<file path="src/rtl/xor_bist_ctrl.sv">
// -----------------------------------------------------------------------------
// xor_bist_ctrl
//   Built-in self-test sequencer for an N-input XOR gate. A start pulse sweeps
//   every input vector 0 .. 2^N-1 onto the gate. Each vector is held for a
//   settle interval, then the gate output is compared with the parity of the
//   vector. Mismatches are counted and the first failing vector is captured.
//   A one-cycle done pulse ends a complete sweep, together with the pass flag.
//
// Parameters
//   N       number of gate inputs (>= 1)
//   SETTLE  wait cycles between driving a vector and sampling the output (>= 1)
//
// Ports
//   clk        in   rising-edge clock
//   rst_n      in   asynchronous active-low reset
//   start      in   begin a sweep; only honoured while idle
//   abort      in   cancel a sweep in progress
//   dut_in     out  [N-1:0] vector driven to the gate under test
//   dut_out    in   gate output
//   busy       out  high while a sweep is applying/settling/checking vectors
//   done       out  one-cycle pulse after the last vector of a full sweep
//   pass       out  sweep result, valid from done until the next start
//   err_count  out  [N:0] number of mismatching vectors
//   fail_vec   out  [N-1:0] first mismatching vector (valid if err_count != 0)
// -----------------------------------------------------------------------------
module xor_bist_ctrl #(
  parameter int N      = 2,
  parameter int SETTLE = 1
) (
  input  logic         clk,
  input  logic         rst_n,
  input  logic         start,
  input  logic         abort,
  output logic [N-1:0] dut_in,
  input  logic         dut_out,
  output logic         busy,
  output logic         done,
  output logic         pass,
  output logic [N:0]   err_count,
  output logic [N-1:0] fail_vec
);

  // Settle counter only needs to hold the value SETTLE.
  localparam int CW = $clog2(SETTLE + 1);

  localparam logic [CW-1:0] SETTLE_LOAD = CW'(SETTLE);
  localparam logic [N-1:0]  VEC_LAST    = '1;

  typedef enum logic [2:0] {
    S_IDLE,
    S_APPLY,
    S_WAIT,
    S_CHECK,
    S_DONE
  } state_t;

  state_t        state_q,   state_d;
  logic [N-1:0]  vec_q,     vec_d;
  logic [CW-1:0] cnt_q,     cnt_d;
  logic [N-1:0]  dut_in_q,  dut_in_d;
  logic          busy_q,    busy_d;
  logic          done_q,    done_d;
  logic          pass_q,    pass_d;
  logic [N:0]    err_q,     err_d;
  logic [N-1:0]  fail_q,    fail_d;

  logic          mismatch;

  // Gate under test should produce the parity of the applied vector.
  assign mismatch = (dut_out != (^vec_q));

  always_comb begin
    // NOTE: every signal written here gets a default first, so no path can
    // leave one unassigned and infer a latch.
    state_d  = state_q;
    vec_d    = vec_q;
    cnt_d    = cnt_q;
    dut_in_d = dut_in_q;
    pass_d   = pass_q;
    err_d    = err_q;
    fail_d   = fail_q;

    unique case (state_q)
      S_IDLE: begin
        dut_in_d = '0;
        if (start) begin
          err_d   = '0;
          fail_d  = '0;
          pass_d  = 1'b0;
          vec_d   = '0;
          state_d = S_APPLY;
        end
      end

      S_APPLY: begin
        dut_in_d = vec_q;
        cnt_d    = SETTLE_LOAD;
        state_d  = S_WAIT;
      end

      // Loaded with SETTLE, leaving on 1 gives exactly SETTLE wait cycles.
      S_WAIT: begin
        cnt_d = cnt_q - 1'b1;
        if (cnt_q == CW'(1)) begin
          state_d = S_CHECK;
        end
      end

      S_CHECK: begin
        if (mismatch) begin
          err_d = err_q + 1'b1;
          if (err_q == '0) begin
            fail_d = vec_q;
          end
        end
        // End detected before incrementing, so vec never wraps.
        if (vec_q == VEC_LAST) begin
          // Result is published together with done, using the final count.
          pass_d  = (err_d == '0);
          state_d = S_DONE;
        end else begin
          vec_d   = vec_q + 1'b1;
          state_d = S_APPLY;
        end
      end

      S_DONE: begin
        pass_d   = (err_q == '0);
        dut_in_d = '0;
        state_d  = S_IDLE;
      end

      default: begin
        dut_in_d = '0;
        state_d  = S_IDLE;
      end
    endcase

    // Abort overrides any update made by an active state this cycle; the
    // partial error count and first failing vector are kept.
    if (abort && (state_q inside {S_APPLY, S_WAIT, S_CHECK})) begin
      state_d  = S_IDLE;
      vec_d    = vec_q;
      cnt_d    = cnt_q;
      dut_in_d = '0;
      pass_d   = 1'b0;
      err_d    = err_q;
      fail_d   = fail_q;
    end

    // Status outputs are registered copies of the next state.
    busy_d = (state_d inside {S_APPLY, S_WAIT, S_CHECK});
    done_d = (state_d == S_DONE);
  end

  // NOTE: sequential state uses non-blocking assignments so every flop
  // samples the values from before this edge.
  always_ff @(posedge clk or negedge rst_n) begin
    if (!rst_n) begin
      state_q  <= S_IDLE;
      vec_q    <= '0;
      cnt_q    <= '0;
      dut_in_q <= '0;
      busy_q   <= 1'b0;
      done_q   <= 1'b0;
      pass_q   <= 1'b0;
      err_q    <= '0;
      fail_q   <= '0;
    end else begin
      state_q  <= state_d;
      vec_q    <= vec_d;
      cnt_q    <= cnt_d;
      dut_in_q <= dut_in_d;
      busy_q   <= busy_d;
      done_q   <= done_d;
      pass_q   <= pass_d;
      err_q    <= err_d;
      fail_q   <= fail_d;
    end
  end

  assign dut_in    = dut_in_q;
  assign busy      = busy_q;
  assign done      = done_q;
  assign pass      = pass_q;
  assign err_count = err_q;
  assign fail_vec  = fail_q;

endmodule

</file>
<file path="config.mk">
export PLATFORM = sky130hd
export DESIGN_NAME = xor_bist_ctrl
export DESIGN_NICKNAME = d
export VERILOG_FILES = /design/src/rtl/xor_bist_ctrl.sv
export SDC_FILE = /design/constraint.sdc
export NUM_CORES = 1
export LEC_CHECK = 0
export CAP_MARGIN = 0
export CELL_PAD_IN_SITES_DETAIL_PLACEMENT = 1
export CELL_PAD_IN_SITES_GLOBAL_PLACEMENT = 1
export CORE_UTILIZATION = 39
export DETAILED_ROUTE_END_ITERATION = 8
export HOLD_SLACK_MARGIN = 0.1
export PLACE_DENSITY_LB_ADDON = 0.1
export SETUP_SLACK_MARGIN = 0.5
export SYNTH_ARGS = -nofsm -noshare
export SYNTH_HDL_FRONTEND = slang
export SYNTH_SLANG_ARGS = --single-unit
export TNS_END_PERCENT = 5
</file>
<file path="constraint.sdc">
create_clock -name clk -period 2.3 [get_ports clk]
set_input_delay 0.46 -clock clk [delete_from_list [all_inputs] [get_ports clk]]
set_output_delay 0.46 -clock clk [all_outputs]
set_load 0.02 [all_outputs]
</file>
==> run_results.csv <==
group,metric,value,unit
setup_path,path_cells,"clkdlybuf4s50_1",
cts,cts_buffers,3,
floorplanning,die_w,48.88,um
floorplanning,fp.dieH,48.88,um
timing,rsz0062_at_grt,"yes",
setup_path,ff2ff_setup_slack,510,ps
routing,drt-total-wl,1.971,mm
setup_path,slowest_stage,"clkdlybuf4s50_1",
placement,hpwl,1.427,mm
logic_synthesis,netlist_area,857.1,um2
cts,clockBufferDepth,2,
cts,clk_latency,290,ps
grt,track_usage,18.15,%
cells_and_area,n_fill_cell,236,
setup_path,endpoint_kind,"output pin",
routing,wl_met3,79,um
setup_path,startpoint_type,"flip-flop",
routing,detail-route-antenna-nets,0,
timing,slew_headroom,75.97,%
timing,max_slew.worst_pin.slew,360.4,ps
logic_synthesis,syn_nets,91,
grt,antenna_found_initial,0,
timing,tns,0,ps
floorplanning,start_util,42.39,%
routing,drt_iter0_drc,13,
logic_synthesis,synth_top_area_share,46.72,%
grt,grt_max_degree,17,
routing,top_layer,"met4",
routing,num_vias,691,
setup_path,cp.required,1840,ps
placement,post-place-ws,202.5,ps
logic_synthesis,synthFlopType,"dfrtp_1",
logic_synthesis,synth.most_common_cell,"dfrtp_1",
placement,port_buffers,14,
logic_synthesis,ys_seq_elements,16,
cts,cts_root_buf,"clkbuf_4",
logic_synthesis,synth_common_cells,"dfrtp_1 (16), o21ai_0 (7), nor2_1 (6), inv_1 (5), nand2_1 (5)",
setup_path,crit_family,"buffers and inverters",
pwr,total_power,0.001047,W
timing,max_clock_freq,549.4,MHz
logic_synthesis,syn_inst,83,
pwr,leakagePower,0.5000,nW
logic_synthesis,ys_seq_area_share,46.72,%
cts,cts_tree,"yes",
min_path,min_path_type,"in2async",
cells_and_area,utilization,53.65,%
grt,grt_pass1_vias,661,
run_status,status,"finished, final reports clean",
timing,finalClockSkew,8.341,ps
logic_synthesis,ys_types,32,
floorplanning,design.die.area,2389,um2
grt,grt_pass1_wl,3.194,mm
cells_and_area,n_antenna_cell,0,
timing,finalHoldViolCount,0,
cts,clkTransAtPathRegs,100,ps
floorplanning,rows,16,
setup_path,cp_max_fo,5,
cells_and_area,fin_area,1085,um2
routing,drc,0,
logic_synthesis,yosysWarnings,0,
setup_path,critPathBufInv,1,
logic_synthesis,synth_area_leaders,"dfrtp_1 (47%), ha_1 (4.4%), o21ai_0 (4.1%)",
timing,finalMaxSlewViolations,0,
logic_synthesis,syn_area_per_cell,10.33,um2
routing,viasPerCell,5.398,
logic_synthesis,synth_top_area_cell,"dfrtp_1",
timing,finalSetupViolCount,0,
setup_path,cp.arrival,1360,ps
routing,m1WireLength,1.017,mm
setup_path,cp_slowest_stage_delay,640,ps
timing,period_minus_slack,1820,ps
placement,placed_area,1026,um2
cts,cts.sinks,16,
cells_and_area,nets,110,
routing,post_drt_wl_per_cell,15.40,um
floorplanning,io_pins,15,
run,maxCapViolCount,0,
pwr,vdd_drop_max,0.4896,mV
timing,setup_slack,479.9,ps
cts,cts_setup_buffers,0,
cts,htree_levels,1,
logic_synthesis,synth_edf_count,0,
cts,cts_hold_buf,0,
setup_path,worst-setup-path-type,"reg2out",
pwr,p_per_area,964.8,nW/um2
cells_and_area,area_growth,26.57,%
floorplanning,core-area,2022,um2
placement,place.gp.congestion,0.7529,
cells_and_area,drive_gt1_share,11.88,%
logic_synthesis,async_flop_share,100.0,%
grt,overflow,0,
timing,post-route-period-util,79.14,%
routing,wl_met2,859,um
routing,dr.pass1.iters,4,
## sequential cells by signal, indices dropped and copies added, names as in the netlist
| name | cells |
|---|---|
| done | 1 |
| cnt_q | 1 |
| err_count | 3 |
| busy | 1 |
| fail_vec | 2 |
| vec_q | 2 |
| dut_in | 2 |
| pass | 1 |
| state_q | 3 |
## final timing paths
check / startpoint / endpoint / cells past startpoint
worst min-delay path: rst_n / state_q[0] / 2
worst min register to register: cnt_q / cnt_q / 2
min in group clk: cnt_q / cnt_q / 2
max in group asynchronous: rst_n / done / 2
worst max register to register: vec_q[1] / fail_vec[0] / 6
worst max-delay path: err_count[1] / err_count[1] / 1
## metal layers
metal,GRT usage (%),vias up
li1,-,336
met1,26.14,341
met2,25.69,12
met3,6.542,2
met4,4.412,0
met5,0,-
## where the power goes
part           switching (W)  internal [W]  total (W)
sequential         0.0000753      0.000341   0.000416
combinational       0.000230      0.000212   0.000442
clock              0.0000917     0.0000964   0.000188
## timing repair
action | CTS | global route
pin swaps | 0 | 1
gates resized for setup | 2 | 3
cloned | 0 | 0
endpoints found under the hold margin | 0 | 0
setup endpoints to repair | 9 | 8
## cells by family (layout without fill, tap and decap cells)
kind of cell | Yosys count | after routing | share of synthesized area [%]
buffers and inverters | 8 | 26 | 5.401
flip-flops | 16 | 16 | 46.71
AO/OA/AOI/OAI | 23 | 23 | 20.00
XOR/XNOR | 1 | 1 | 1.022
AND/OR/NAND/NOR | 32 | 32 | 22.48
adder cells (fa/ha/maj) | 3 | 3 | 4.380
## stage by stage
stage	hold WS, ps	std cells
after floorplan	164.4	83
after global placement	468.9	124
after detailed placement	477.5	124
after CTS	487.2	128
after global routing	486.6	128
final	481.1	128
## cell usage in the layout (no fill, tap or decap), types with 3 or more instances in the layout
master,n
nor2_1,6
a22o_1,3
nand3b_1,3
dfrtp_1,16
o21ai_0,7
nand3_1,3
inv_1,5
and2_1,3
buf_4,3
clkbuf_4,3
clkdlybuf4s50_1,12
nand2_1,5
## area by class of cell
| type | count | area [um2] | share of cell area (%) |
|---|---|---|---|
| Multi-Input combinational cell | 59 | 431.7 | 39.79 |
| Sequential cell | 16 | 400.4 | 36.91 |
| Timing Repair Buffer | 17 | 163.9 | 15.11 |
| Clock buffer | 4 | 36.28 | 3.345 |
| Tap cell | 27 | 33.78 | 3.114 |
| Inverter | 5 | 18.77 | 1.730 |
Note: power is estimated with default switching activity, not from simulation.
